### config.mk
export PLATFORM = sky130hd
export DESIGN_NAME = result_demux_flat
export DESIGN_NICKNAME = d
export VERILOG_FILES = /design/src/rtl/result_demux_if.sv /design/src/rtl/result_demux.sv /design/src/flat_wrapper.sv
export SDC_FILE = /design/constraint.sdc
export NUM_CORES = 1
export LEC_CHECK = 0
export BUFFER_PORTS_ARGS = -buffer_cell sky130_fd_sc_hd__buf_2
export CORE_UTILIZATION = 43
export DETAILED_ROUTE_END_ITERATION = 16
export PLACE_DENSITY = 0.7
export RECOVER_POWER = 50
export SKIP_CTS_REPAIR_TIMING = 1
export SLEW_MARGIN = 20
export SYNTH_ARGS = -nofsm -noshare
export SYNTH_HDL_FRONTEND = slang
export SYNTH_SLANG_ARGS = --single-unit
### constraint.sdc
create_clock -name Clock -period 1.3 [get_ports Clock]
set_input_delay 0.195 -clock Clock [delete_from_list [all_inputs] [get_ports Clock]]
set_output_delay 0.195 -clock Clock [all_outputs]
set_load 0.02 [all_outputs]
### src/rtl/result_demux_if.sv
// Handshake and data bundle between the subtracter result stream, the two
// destination consumers and the result demultiplexer.
interface result_demux_if #(
    parameter int unsigned CNT_W = 8
);
    logic             In_Valid;
    logic             In_Ready;
    logic [5:0]       Din;
    logic             sel;

    logic [3:0]       A_Out;
    logic             A_Ovf;
    logic             A_Valid;
    logic             A_Ready;

    logic [5:0]       B_Out;
    logic             B_Valid;
    logic             B_Ready;

    logic [CNT_W-1:0] Ovf_Count;

    // Demultiplexer side
    modport slave (
        input  In_Valid, Din, sel, A_Ready, B_Ready,
        output In_Ready, A_Out, A_Ovf, A_Valid, B_Out, B_Valid, Ovf_Count
    );

    // Producer / consumer side
    modport master (
        output In_Valid, Din, sel, A_Ready, B_Ready,
        input  In_Ready, A_Out, A_Ovf, A_Valid, B_Out, B_Valid, Ovf_Count
    );
endinterface

### src/rtl/result_demux.sv
// Registered 1-to-2 result demultiplexer: steers each accepted 6-bit word to a
// narrow 4-bit port (loss flagged and counted) or a full-width port.
module result_demux #(
    parameter int unsigned CNT_W = 8
) (
    input  logic          Clock,
    input  logic          Reset,
    result_demux_if.slave bus
);
    localparam int unsigned DIN_W  = 6;
    localparam int unsigned NARR_W = 4;
    localparam logic [CNT_W-1:0] CNT_MAX = {CNT_W{1'b1}};

    logic [NARR_W-1:0] a_out_q;
    logic              a_ovf_q;
    logic              a_valid_q;
    logic [DIN_W-1:0]  b_out_q;
    logic              b_valid_q;
    logic [CNT_W-1:0]  cnt_q;

    logic              in_ready_c;
    logic              load_a_c;
    logic              load_b_c;
    logic              drain_a_c;
    logic              drain_b_c;
    logic              ovf_c;

    // A slot may be refilled on the same edge its occupant is consumed
    always_comb begin
        in_ready_c = 1'b1;
        load_a_c   = 1'b0;
        load_b_c   = 1'b0;
        drain_a_c  = a_valid_q & bus.A_Ready;
        drain_b_c  = b_valid_q & bus.B_Ready;
        ovf_c      = bus.Din[5] | bus.Din[4];
        if (bus.sel) begin
            in_ready_c = !b_valid_q | bus.B_Ready;
        end else begin
            in_ready_c = !a_valid_q | bus.A_Ready;
        end
        load_a_c = bus.In_Valid & in_ready_c & !bus.sel;
        load_b_c = bus.In_Valid & in_ready_c &  bus.sel;
    end

    // Narrow port holding register; data stays put after drain
    always_ff @(posedge Clock or negedge Reset) begin
        if (!Reset) begin
            a_out_q   <= '0;
            a_ovf_q   <= 1'b0;
            a_valid_q <= 1'b0;
        end else if (load_a_c) begin
            a_out_q   <= bus.Din[NARR_W-1:0];
            a_ovf_q   <= ovf_c;
            a_valid_q <= 1'b1;
        end else if (drain_a_c) begin
            a_valid_q <= 1'b0;
        end
    end

    // Full-width port holding register
    always_ff @(posedge Clock or negedge Reset) begin
        if (!Reset) begin
            b_out_q   <= '0;
            b_valid_q <= 1'b0;
        end else if (load_b_c) begin
            b_out_q   <= bus.Din;
            b_valid_q <= 1'b1;
        end else if (drain_b_c) begin
            b_valid_q <= 1'b0;
        end
    end

    // Saturating count of narrow-port words that lost upper bits
    always_ff @(posedge Clock or negedge Reset) begin
        if (!Reset) begin
            cnt_q <= '0;
        end else if (load_a_c && ovf_c && (cnt_q != CNT_MAX)) begin
            cnt_q <= cnt_q + CNT_W'(1);
        end
    end

    assign bus.In_Ready  = in_ready_c;
    assign bus.A_Out     = a_out_q;
    assign bus.A_Ovf     = a_ovf_q;
    assign bus.A_Valid   = a_valid_q;
    assign bus.B_Out     = b_out_q;
    assign bus.B_Valid   = b_valid_q;
    assign bus.Ovf_Count = cnt_q;
endmodule

### src/flat_wrapper.sv
// flat-port wrapper written by rule: the top's interface ports become plain ports
module result_demux_flat 
#(
    parameter int unsigned CNT_W = 8
)
  (Clock, Reset, bus_In_Valid, bus_Din, bus_sel, bus_A_Ready, bus_B_Ready, bus_In_Ready, bus_A_Out, bus_A_Ovf, bus_A_Valid, bus_B_Out, bus_B_Valid, bus_Ovf_Count);
  result_demux_if #(.CNT_W(CNT_W)) bus_i ();
  input  logic Clock;
  input  logic Reset;
  input wire logic [$bits(bus_i.In_Valid)-1:0] bus_In_Valid;
  input wire logic [$bits(bus_i.Din)-1:0] bus_Din;
  input wire logic [$bits(bus_i.sel)-1:0] bus_sel;
  input wire logic [$bits(bus_i.A_Ready)-1:0] bus_A_Ready;
  input wire logic [$bits(bus_i.B_Ready)-1:0] bus_B_Ready;
  output wire logic [$bits(bus_i.In_Ready)-1:0] bus_In_Ready;
  output wire logic [$bits(bus_i.A_Out)-1:0] bus_A_Out;
  output wire logic [$bits(bus_i.A_Ovf)-1:0] bus_A_Ovf;
  output wire logic [$bits(bus_i.A_Valid)-1:0] bus_A_Valid;
  output wire logic [$bits(bus_i.B_Out)-1:0] bus_B_Out;
  output wire logic [$bits(bus_i.B_Valid)-1:0] bus_B_Valid;
  output wire logic [$bits(bus_i.Ovf_Count)-1:0] bus_Ovf_Count;
  assign bus_i.In_Valid = bus_In_Valid;
  assign bus_i.Din = bus_Din;
  assign bus_i.sel = bus_sel;
  assign bus_i.A_Ready = bus_A_Ready;
  assign bus_i.B_Ready = bus_B_Ready;
  assign bus_In_Ready = bus_i.In_Ready;
  assign bus_A_Out = bus_i.A_Out;
  assign bus_A_Ovf = bus_i.A_Ovf;
  assign bus_A_Valid = bus_i.A_Valid;
  assign bus_B_Out = bus_i.B_Out;
  assign bus_B_Valid = bus_i.B_Valid;
  assign bus_Ovf_Count = bus_i.Ovf_Count;
  result_demux #(.CNT_W(CNT_W)) u_core (.Clock(Clock), .Reset(Reset), .bus(bus_i));
endmodule
== Word level (Yosys, flattened, before mapping) ==
Cells that the tools add are included.

* Add/sub/neg operators: 1
* Equal/unequal tests: 1
* Muxes and demuxes: 5
* Bitwise gates (word level): 8
* Reductions and logical operators: 7

{| class="wikitable"
|+ Operators with widths
! operator !! count
|-
| 8-bit by 1-bit adder with 8-bit output (second input constant) || 1
|-
| 8-bit inequality test (second input constant) || 1
|-
| 1-bit AND || 5
|-
| 1-bit two-way mux || 5
|-
| 2-bit nonzero test || 2
|-
| 1-bit zero test || 3
|-
| 1-bit bitwise OR || 3
|-
| 1-bit logical AND || 2
|}

* Register bits: 21
* Bits of input ports: 12
* Output and inout bits: 22
* Logic and storage cells: 28

== Depth between registers and ports, before layout ==
* Depth after elaboration: 7
* Mapped depth: 5
* Mapped depth without buffers: 5

== Worst setup path before layout ==
Ideal clock, no wire load.

* Kind: register to register
* Start point: register u_core.a_valid_q (netlist: u_core.bus.A_Valid)
* End point: register u_core.cnt_q[7] (netlist: u_core.bus.Ovf_Count[7])
* Setup time: 0.128 ns
* Arrival time: 1.387 ns
* Data required time: 1.172 ns
* Setup slack: -0.214 ns
* Stages on the path, launching flop included: 5
* Buffers on the path: 0
* Period minus slack after synthesis: 1.514 ns
* Cell sequence: dfrtp_1 > nand2b_2 > o2111ai_4 > nor4_2 > mux2_1

* Cells in the longest elaborated chain, start to end: 7

{| class="wikitable"
|+ RTL lines
! what !! RTL line !! RTL
|-
| start: declaration || result_demux.sv:16 || <nowiki>logic a_valid_q;</nowiki>
|-
| start signal: assignment || result_demux.sv:50 || <nowiki>a_valid_q <= 1'b0;</nowiki>
|-
| start signal: assignment || result_demux.sv:54 || <nowiki>a_valid_q <= 1'b1;</nowiki>
|-
| start signal: assignment || result_demux.sv:56 || <nowiki>a_valid_q <= 1'b0;</nowiki>
|-
| 1-bit zero test || result_demux.sv:39 || <nowiki>in_ready_c = !a_valid_q | bus.A_Ready;</nowiki>
|-
| 1-bit bitwise OR || result_demux.sv:39 ||
|-
| 1-bit two-way mux || result_demux.sv:36 || <nowiki>if (bus.sel) begin</nowiki>
|-
| 1-bit AND (2 in series) || result_demux.sv:41 || <nowiki>load_a_c = bus.In_Valid & in_ready_c & !bus.sel;</nowiki>
|-
| 1-bit logical AND (2 in series) || result_demux.sv:77 || <nowiki>end else if (load_a_c && ovf_c && (cnt_q != CNT_MAX)) begin</nowiki>
|-
| end signal: assignment || result_demux.sv:78 || <nowiki>cnt_q <= cnt_q + CNT_W'(1);</nowiki>
|-
| end: declaration || result_demux.sv:19 || <nowiki>logic [CNT_W-1:0] cnt_q;</nowiki>
|}

Every way passes these cells.
A chain may end at the register's enable or synchronous reset.

== Worst setup path after layout ==
Same ends and word-level chain as after synthesis.

==> flow_summary.json <==
{
  "setup_slack_ns": -0.0929,
  "diodes": 0,
  "wl_per_cell_microns": 12.5,
  "hpwlAfterDp_mm": 1.40,
  "vias_per_cell": 4.92,
  "worstSkewPairLatency_ns": 0.30,
  "cp.required_ns": 1.50,
  "hold_depth": 2,
  "muxShareOfSynthArea_pct": 17.0,
  "synth_seq_cells": 21,
  "p_int_mw": 1.30,
  "rrSetupSlack_ns": -0.09,
  "avgSynthCellArea_sq_um": 13.5,
  "drtIter0Drc": 3,
  "layout_common_cells": "buf_2, dfrtp_1, mux2_2",
  "final-setup-viol-count": 8,
  "die_y_microns": 48.9,
  "netlist_area_sq_um": 945,
  "r2r_end": "u_core.bus.Ovf_Count[7]$_DFFE_PN0P_",
  "fin_crit_sh_pct": 107,
  "wl_mm": 1.80,
  "synthCells": 70,
  "tightest_slew_ns": 0.502,
  "fill_cells": 180,
  "yosys.area_share.simple_pct": 17.4,
  "grt_pass1_vias": 690,
  "fmax_mhz": 718,
  "max-vdd-ir-drop_uv": 1070,
  "cts_tree": "built",
  "start_util_pct": 46.7,
  "reg2reg_depth": 4,
  "clkPwrFrac_pct": 15.0,
  "grt_pass1_wl_mm": 3.22,
  "ys_warn_count": 0,
  "rows": 16,
  "port_buffers": 33,
  "startpoint_type": "register",
  "power_density_nw_per_um2": 1600,
  "syn_nets": 83,
  "whs_endpoint": "u_core.bus.B_Out[0]$_DFFE_PN0P_",
  "antenna_found_initial": 0,
  "h-tree-depth": 1,
  "cp_max_fo": 8,
  "violations": "setup timing",
  "drt-met1-wl_microns": 796,
  "wl_met2_microns": 889,
  "finalCriticalPeriod_ns": 1.39,
  "nets": 131,
  "cts_root_buffer": "clkbuf_4",
  "p_comb_share_pct": 39.4,
  "synth-adder-area-share_pct": 1.32,
  "holdWs_ns": 0.131,
  "grtUsageTotal_pct": 18.0,
  "firstDrtPassIters": 2,
  "fp.dieArea_sq_um": 2390,
  "path_clk_slew_ns": 0.11,
  "finalHoldViolCount": 0,
  "min_from": "bus_Din[0]",
  "vias": 709,
  "status": "finished with violations",
  "die_w_microns": 48.9,
  "dp_worst_setup_slack_ns": -0.102,
  "fin_tns_setup_ns": -0.418,
  "cts_buffers": 3,
  "final_common_cell": "buf_2",
  "clock_path_buffers": 2,
  "rsz0062_at_grt": "yes",
  "route.met3.wl_microns": 87,
  "leakage_nw": 0.629,
  "syn_to_final_growth_pct": 36.0,
  "critical_path_arrival_ns": 1.59,
  "worstReg2RegStart": "u_core.bus.A_Valid$_DFFE_PN0P_",
  "switchingPower_uw": 749,
  "cts_sinks": 21,
  "gp_congestion": 0.735,
  "synth_top_family_by_area": "simple AND/OR/NAND/NOR gates",
  "drv_slew": 0,
  "ant_nets": 0,
  "critPathKind": "register to register",
  "cap_violations": 0,
  "pwr-share-seq_pct": 45.6,
  "drcViolationCount": 0,
  "yosysUniqueCellTypes": 24,
  "relSlewSlack_pct": 66.5,
  "skew_ns": 0.00144,
  "grt_start_max_net_pins": 22,
  "synth-xor-area-share_pct": 4.64,
  "switching_share_pct": 36.5,
  "ioPinCount": 34,
  "top_layer_used": "met4",
  "synth_compound_area_share_pct": 2.78,
  "drive_gt1_share_pct": 65.8,
  "coreArea_sq_um": 2020,
  "ys_seq_area_share_pct": 55.6,
  "grt_overflow": 0,
  "hold_path_class": "input port to register",
  "worst_setup_path_end_kind": "register"
}
-- worst max-delay path, cell delays in order, from the launching register on --
cell,delay [ns]
dfrtp_2,0.43
nand2b_4,0.09
o2111ai_4,0.21
nor4_2,0.21
mux2_1,0.34
-- metrics by stage --
step           power [mW]  util, %  std cells  cell area [sq um]
6_report             2.05     63.6        144               1280
5_1_grt              2.19     63.6        144               1280
4_1_cts              2.07     62.1        142               1260
3_5_place_dp         1.75     60.8        138               1230
3_3_place_gp         1.72     60.8        138               1230
2_1_floorplan        1.40        -         70                967
-- final cells by class --
type | count | area [sq um] | area share, %
Inverter | 2 | 7.51 | 0.584
Timing Repair Buffer | 44 | 254 | 19.8
Clock buffer | 3 | 22.5 | 1.75
Tap cell | 27 | 33.8 | 2.63
Sequential cell | 21 | 533 | 41.5
Multi-Input combinational cell | 46 | 429 | 33.4
Clock inverter | 1 | 5.00 | 0.389
-- state kept, by name, indices dropped and copies added (netlist names) --
register              flops
u_core.bus.Ovf_Count      8
u_core.bus.B_Out          6
u_core.bus.A_Out          4
u_core.bus.A_Ovf          1
u_core.bus.A_Valid        1
u_core.bus.B_Valid        1
-- routing by layer --
layer  global-route usage [%]  vias to the layer above
met5                        0                        -
met1                     24.2                      345
met4                     8.82                        0
met3                     3.12                        4
li1                         -                      337
met2                     28.0                       23
-- cell families after synthesis --
kind of cell    count (synthesis)
mux                            14
flops                          21
fa+ha+maj                       1
compound gates                  1
xor+xnor                        5
buf+inv                         3
simple gates                   25
-- how the worst max path moves through the flow --
| stage | startpoint | end |
|---|---|---|
| after CTS | u_core.bus.A_Valid$_DFFE_PN0P_ | bus_In_Ready |
| after global routing | u_core.bus.B_Valid$_DFFE_PN0P_ | bus_In_Ready |
| final | u_core.bus.A_Valid$_DFFE_PN0P_ | u_core.bus.Ovf_Count[7]$_DFFE_PN0P_ |
| after floorplan | u_core.bus.Ovf_Count[0]$_DFFE_PN0P_ | u_core.bus.Ovf_Count[1]$_DFFE_PN0P_ |
| after detailed placement | u_core.bus.A_Valid$_DFFE_PN0P_ | u_core.bus.Ovf_Count[7]$_DFFE_PN0P_ |
| after global placement | u_core.bus.A_Valid$_DFFE_PN0P_ | u_core.bus.Ovf_Count[7]$_DFFE_PN0P_ |
-- synthesized netlist by cell type (all sizes together) --
cell     count  area [sq um]
dfrtp       21           526
mux2        13           150
nand2        9          33.8
xor2         5          43.8
nand3        3          20.0
nor2         3          13.8
inv          2          7.51
nand2b       2          15.0
nor3         2          21.3
nor4         2          25.0
buf          1          5.00
ha           1          12.5
mux2i        1          10.0
nor2b        1          6.26
nor3b        1          7.51
nor4b        1          15.0
o2111ai      1          26.3
or2          1          6.26
-- power by group through the flow --
stage | registers (mW) | clock network (mW) | logic, mW
2_1_floorplan | 1.15 | 0 | 0.253
3_3_place_gp | 0.936 | 0 | 0.785
3_5_place_dp | 0.947 | 0 | 0.806
4_1_cts | 0.934 | 0.325 | 0.811
5_1_grt | 0.954 | 0.362 | 0.878
6_report | 0.936 | 0.309 | 0.809
No activity file was read; power rests on OpenSTA's default activity.
